**src/rtl/scff_bist_pkg.sv**
```systemverilog
// Shared constants for the scan-chain BIST: FSM state encoding and default chain geometry,
// also used by fabric testbenches.
package scff_bist_pkg;

  localparam logic [2:0] IDLE     = 3'd0;
  localparam logic [2:0] FLUSH    = 3'd1;
  localparam logic [2:0] INJECT   = 3'd2;
  localparam logic [2:0] SHIFT    = 3'd3;
  localparam logic [2:0] CHECK_LO = 3'd4;
  localparam logic [2:0] DONE     = 3'd5;

  localparam int DEF_SCANCHAIN_SIZE = 2304;
  localparam int DEF_GUARD          = 2;
  localparam int DEF_ERR_W          = 8;

  // One counter serves both the chain-length phases and the guard phase.
  function automatic int cntWidth(input int n, input int g);
    int m;
    m = (n > g) ? n : g;
    return $clog2(m + 1);
  endfunction

endpackage

```
**src/rtl/scff_sat_counter.sv**
```systemverilog
// Increment-enable counter with synchronous clear that sticks at all-ones instead of wrapping.
module scff_sat_counter #(
  parameter int W = 8
) (
  input  logic         clk,
  input  logic         i_clear,
  input  logic         i_inc,
  output logic [W-1:0] o_count
);

  logic [W-1:0] r_count;

  always_ff @(posedge clk) begin
    if (i_clear) begin
      r_count <= '0;
    end else if (i_inc && (r_count != '1)) begin
      r_count <= r_count + 1'b1;
    end
  end

  assign o_count = r_count;

endmodule

```
**src/rtl/scff_chain_bist.sv**
```systemverilog
// Scan-chain BIST: flushes the chain, injects a single '1', and checks that it emerges at the
// tail exactly SCANCHAIN_SIZE cycles later followed by GUARD quiet cycles.
module scff_chain_bist
  import scff_bist_pkg::*;
#(
  parameter int SCANCHAIN_SIZE = DEF_SCANCHAIN_SIZE,
  parameter int GUARD          = DEF_GUARD,
  parameter int ERR_W          = DEF_ERR_W
) (
  input  logic             clk,
  input  logic             greset,
  input  logic             start,
  output logic             Test_en,
  output logic             sc_head,
  input  logic             sc_tail,
  output logic             busy,
  output logic             done,
  output logic             pass,
  output logic [ERR_W-1:0] err_count
);

  localparam int CW = cntWidth(SCANCHAIN_SIZE, GUARD);
  localparam logic [CW-1:0] LAST_N = CW'(SCANCHAIN_SIZE - 1);
  localparam logic [CW-1:0] LAST_G = CW'(GUARD - 1);

  logic [2:0]    r_state;
  logic [CW-1:0] r_cnt;
  logic          w_startOk;
  logic          w_errInc;
  logic          w_errClear;

  assign w_startOk = start && ((r_state == IDLE) || (r_state == DONE));

  always_ff @(posedge clk) begin
    if (greset) begin
      r_state <= IDLE;
      r_cnt   <= '0;
    end else begin
      case (r_state)
        IDLE, DONE: begin
          if (w_startOk) begin
            r_state <= FLUSH;
            r_cnt   <= '0;
          end
        end
        FLUSH: begin
          if (r_cnt == LAST_N) begin
            r_state <= INJECT;
            r_cnt   <= '0;
          end else begin
            r_cnt <= r_cnt + 1'b1;
          end
        end
        INJECT: begin
          r_state <= SHIFT;
          r_cnt   <= '0;
        end
        SHIFT: begin
          if (r_cnt == LAST_N) begin
            r_state <= CHECK_LO;
            r_cnt   <= '0;
          end else begin
            r_cnt <= r_cnt + 1'b1;
          end
        end
        CHECK_LO: begin
          if (r_cnt == LAST_G) begin
            r_state <= DONE;
            r_cnt   <= '0;
          end else begin
            r_cnt <= r_cnt + 1'b1;
          end
        end
        default: begin
          r_state <= IDLE;
          r_cnt   <= '0;
        end
      endcase
    end
  end

  // In SHIFT the tail must be 1 only on the last count; a 1 earlier is early, a 0 then is a miss.
  always_comb begin
    w_errInc = 1'b0;
    if (r_state == SHIFT) begin
      w_errInc = (r_cnt == LAST_N) ? !sc_tail : sc_tail;
    end else if (r_state == CHECK_LO) begin
      w_errInc = sc_tail;
    end
  end

  assign w_errClear = greset || w_startOk;

  scff_sat_counter #(
    .W(ERR_W)
  ) u_errCounter (
    .clk     (clk),
    .i_clear (w_errClear),
    .i_inc   (w_errInc),
    .o_count (err_count)
  );

  assign busy    = (r_state == FLUSH) || (r_state == INJECT) ||
                   (r_state == SHIFT) || (r_state == CHECK_LO);
  assign Test_en = busy;
  assign sc_head = (r_state == INJECT);
  assign done    = (r_state == DONE);
  assign pass    = done && (err_count == '0);

endmodule

```
**config.mk**
```make
export PLATFORM = sky130hd
export DESIGN_NAME = scff_chain_bist
export DESIGN_NICKNAME = d
export VERILOG_FILES = /design/src/rtl/scff_bist_pkg.sv /design/src/rtl/scff_sat_counter.sv /design/src/rtl/scff_chain_bist.sv
export SDC_FILE = /design/constraint.sdc
export NUM_CORES = 1
export LEC_CHECK = 0
export CORE_ASPECT_RATIO = 0.6
export CORE_MARGIN = 4
export CORE_UTILIZATION = 50
export DETAILED_ROUTE_END_ITERATION = 8
export PLACE_DENSITY = 0.77
export SYNTH_ARGS = -nofsm -noshare
export SYNTH_HDL_FRONTEND = slang
export SYNTH_SLANG_ARGS = --single-unit
```
**constraint.sdc**
```tcl
create_clock -name clk -period 4.45 [get_ports clk]
set_input_delay 0.6675 -clock clk [delete_from_list [all_inputs] [get_ports clk]]
set_output_delay 0.6675 -clock clk [all_outputs]
set_load 0.01 [all_outputs]
```
==> flow_summary.toml <==
[synth]
synthArstFlopShare_pct = 0
syn_nets = 175
synth-main-ff-cell = "dfxtp_1"
yosys_warnings = 0
syn_avg_cell_area_um2 = 8.06
netlist_instances = 167
synth_cell_types = 43
synth_edf_count = 0
ys_seq_elements = 23
synth_seq_area_share_pct = 34.2
syn_area_um2 = 1350

[timing]
max_freq_mhz = 375
fin_crit_sh_pct = 59.9
rsz0062_at_grt = "false"
max_slew_margin_pct = 54.5
tns_ps = 0
whs_ps = 529
worst_slew_pin_slew_ps = 681
fin_crit_ps = 2660
final_hold_viol_count = 0
setup_viol = 0
finalMaxSlewViolations = 0
finalClockSkew_ps = 10.3

[grt]
grt_pass1_vias = 1094
overflow = 0
grt_usage_pct = 19.0
antenna_found_initial = 0
grt_max_degree = 14
grt_pass1_wl_um = 5110

[routing]
routed_wl_um = 3130
post-route-drc-count = 0
vias_per_cell = 6.03
detail_route.iter0.violations = 166
num_vias = 1278
wire_per_inst_um = 14.8
first_pass_iters = 4
ant_nets = 0

[worst_hold_path]
holdCritPathClass = "reg -> reg"

[layout]
area_growth_pct = 12.6
drive_gt1_share_pct = 6.67
diodes = 0
final_util_pct = 59.7
nets = 189

[worst_setup_path]
worstReg2RegEnd = "u_errCounter.o_count[3]$_SDFFE_PP0P_"
worst-endpoint-required_ps = 3780
critPathCapture = "pass"
critPathSlowestCell = "clkdlybuf4s50_1"
slowest_delay_ps = 600
reg2reg_depth = 6
cp_max_fo = 5
worst_setup_path_start_kind = "flop"
end_kind = "output pin"
worstPathCellList = "inv_1 > ha_1 > nor4b_1 > nand2_1 > nor4_1 > clkdlybuf4s50_1"
crit_start = "u_errCounter.o_count[0]$_SDFFE_PP0P_"
regToRegSetupSlack_ps = 1940
r2r_start = "r_cnt[8]$_SDFFE_PP0N_"
arrival_ps = 2000
worstSetupPathType = "reg -> out"

[die]
rows = 14
die_y_um = 48.2
ios = 17
die_x_um = 75.0
core_area_um2 = 2540
die_area_um2 = 3610
initial_core_util_pct = 53.0

[placed_design]
dpl.hpwl_um = 2380
gp_congestion = 0.777
placement.io_buffers = 16

[outcome]
status = "complete, no violations"

[power_and_ir_drop]
powerDensity_nw_per_um2 = 245
p_leak_nw = 0.499
peakVddDrop_mv = 0.143

[clock_network]
cts-root-buf = "clkbuf_8"
numCtsBuffers = 3
clockBufferDepth = 2
post_cts_buffers = 0
cts.clk_slew.worst_paths_ps = 70
holdBufCountCts = 0
cts_tree = "built"
clock_latency_ps = 270
postCtsResizedCells = 0
htreeDepth = 1
cts_sinks = 23

[flow_run]
drv_cap = 0
## worst min-delay path by stage
stage,to,slack [ps],start,cells past startpoint
3_3_place_gp,r_cnt[7]$_SDFFE_PP0N_,500,r_cnt[7]$_SDFFE_PP0N_,1
6_report,u_errCounter.o_count[4]$_SDFFE_PP0P_,530,u_errCounter.o_count[4]$_SDFFE_PP0P_,2
5_1_grt,r_cnt[11]$_SDFFE_PP0N_,540,r_cnt[11]$_SDFFE_PP0N_,1
3_5_place_dp,r_cnt[11]$_SDFFE_PP0N_,510,r_cnt[11]$_SDFFE_PP0N_,1
2_1_floorplan,r_cnt[11]$_SDFFE_PP0N_,450,r_cnt[11]$_SDFFE_PP0N_,1
4_1_cts,r_cnt[11]$_SDFFE_PP0N_,530,r_cnt[11]$_SDFFE_PP0N_,1
## layout by cell type (no fill, tap or decap), drive strengths merged, types with 3 or more instances in the layout
cell type,synthesis,final
a31oi,5,5
xor2,3,3
o31ai,5,5
nand2,12,12
nor3b,3,3
or3,4,4
a21oi,14,14
inv,8,8
clkdlybuf4s50,0,16
o21ai,17,17
ha,4,4
clkbuf,2,4
nor2,17,17
nand4,3,3
and3,4,4
nor3,4,4
nand3,10,10
dfxtp,23,23
or4,3,3
## critical path, delay by kind of cell (launching register included)
family | cells | cell delay [ps]
flops | 1 | 350
fa+ha+maj | 1 | 170
simple gates | 3 | 520
buf+inv | 2 | 700
## routing by layer
| metal | routed length, um | share of wire [%] | track usage [%] |
|---|---|---|---|
| met1 | 1640 | 52 | 28.3 |
| met2 | 1310 | 42 | 26.1 |
| met3 | 159 | 5.1 | 4.94 |
| met4 | 16 | 0.51 | 6.38 |
| met5 | 0 | 0 | 0 |
## cells by family after synthesis
group | after synthesis | share of synthesized area, %
flip-flops | 23 | 34.2
AO/OA/AOI/OAI | 51 | 23.3
buffers and inverters | 15 | 7.81
AND/OR/NAND/NOR | 69 | 27.7
XOR/XNOR | 5 | 3.25
adder cells (fa/ha/maj) | 4 | 3.72
## state kept, by name, indices dropped and copies added, names as in the netlist
signal and flops:
r_state 3, r_cnt 12, u_errCounter.o_count 8
## final cells by class
cell class	instances	area (um2)
multi-input combinational	129	781
tap	32	40.0
timing repair buffer	16	160
sequential	23	460
clock buffer	4	45.0
inverter	8	30.0
fill	236	1020
## synth_stat cells, types with 2 or more instances
cell type | instances | area, um2
nor3_1 | 4 | 20.0
xor2_1 | 3 | 26.3
buf_6 | 2 | 22.5
inv_1 | 8 | 30.0
dfxtp_1 | 23 | 460
clkbuf_1 | 2 | 7.51
a21oi_1 | 13 | 65.1
nand3_1 | 10 | 50.1
nor4_1 | 2 | 12.5
o21bai_1 | 2 | 15.0
o21ai_0 | 17 | 85.1
xnor2_1 | 2 | 17.5
a31oi_1 | 5 | 31.3
nand2_1 | 12 | 45.0
ha_1 | 4 | 50.1
nor3b_1 | 3 | 22.5
and3_1 | 3 | 18.8
o31ai_1 | 5 | 37.5
nor4b_1 | 2 | 17.5
or4_1 | 2 | 15.0
or3_1 | 3 | 18.8
nand4_1 | 3 | 18.8
nor2_1 | 17 | 63.8
## through the flow
| step | setup slack, ps | instance area [um2] | std cells | power (W) |
|---|---|---|---|---|
| final | 1790 | 1520 | 212 | 0.000371 |
| after floorplan | 2220 | 1350 | 167 | 0.000235 |
| after global routing | 1640 | 1520 | 212 | 0.000389 |
| after detailed placement | 1660 | 1470 | 208 | 0.000245 |
| after global placement | 1720 | 1470 | 208 | 0.000244 |
| after CTS | 1760 | 1520 | 212 | 0.000375 |
## where the power goes
part / switching [W] / internal, W
sequential: 0.00000317 / 0.000208
clock: 0.0000669 / 0.0000640
combinational: 0.0000170 / 0.0000128
Power figures use the tool's default switching activity.
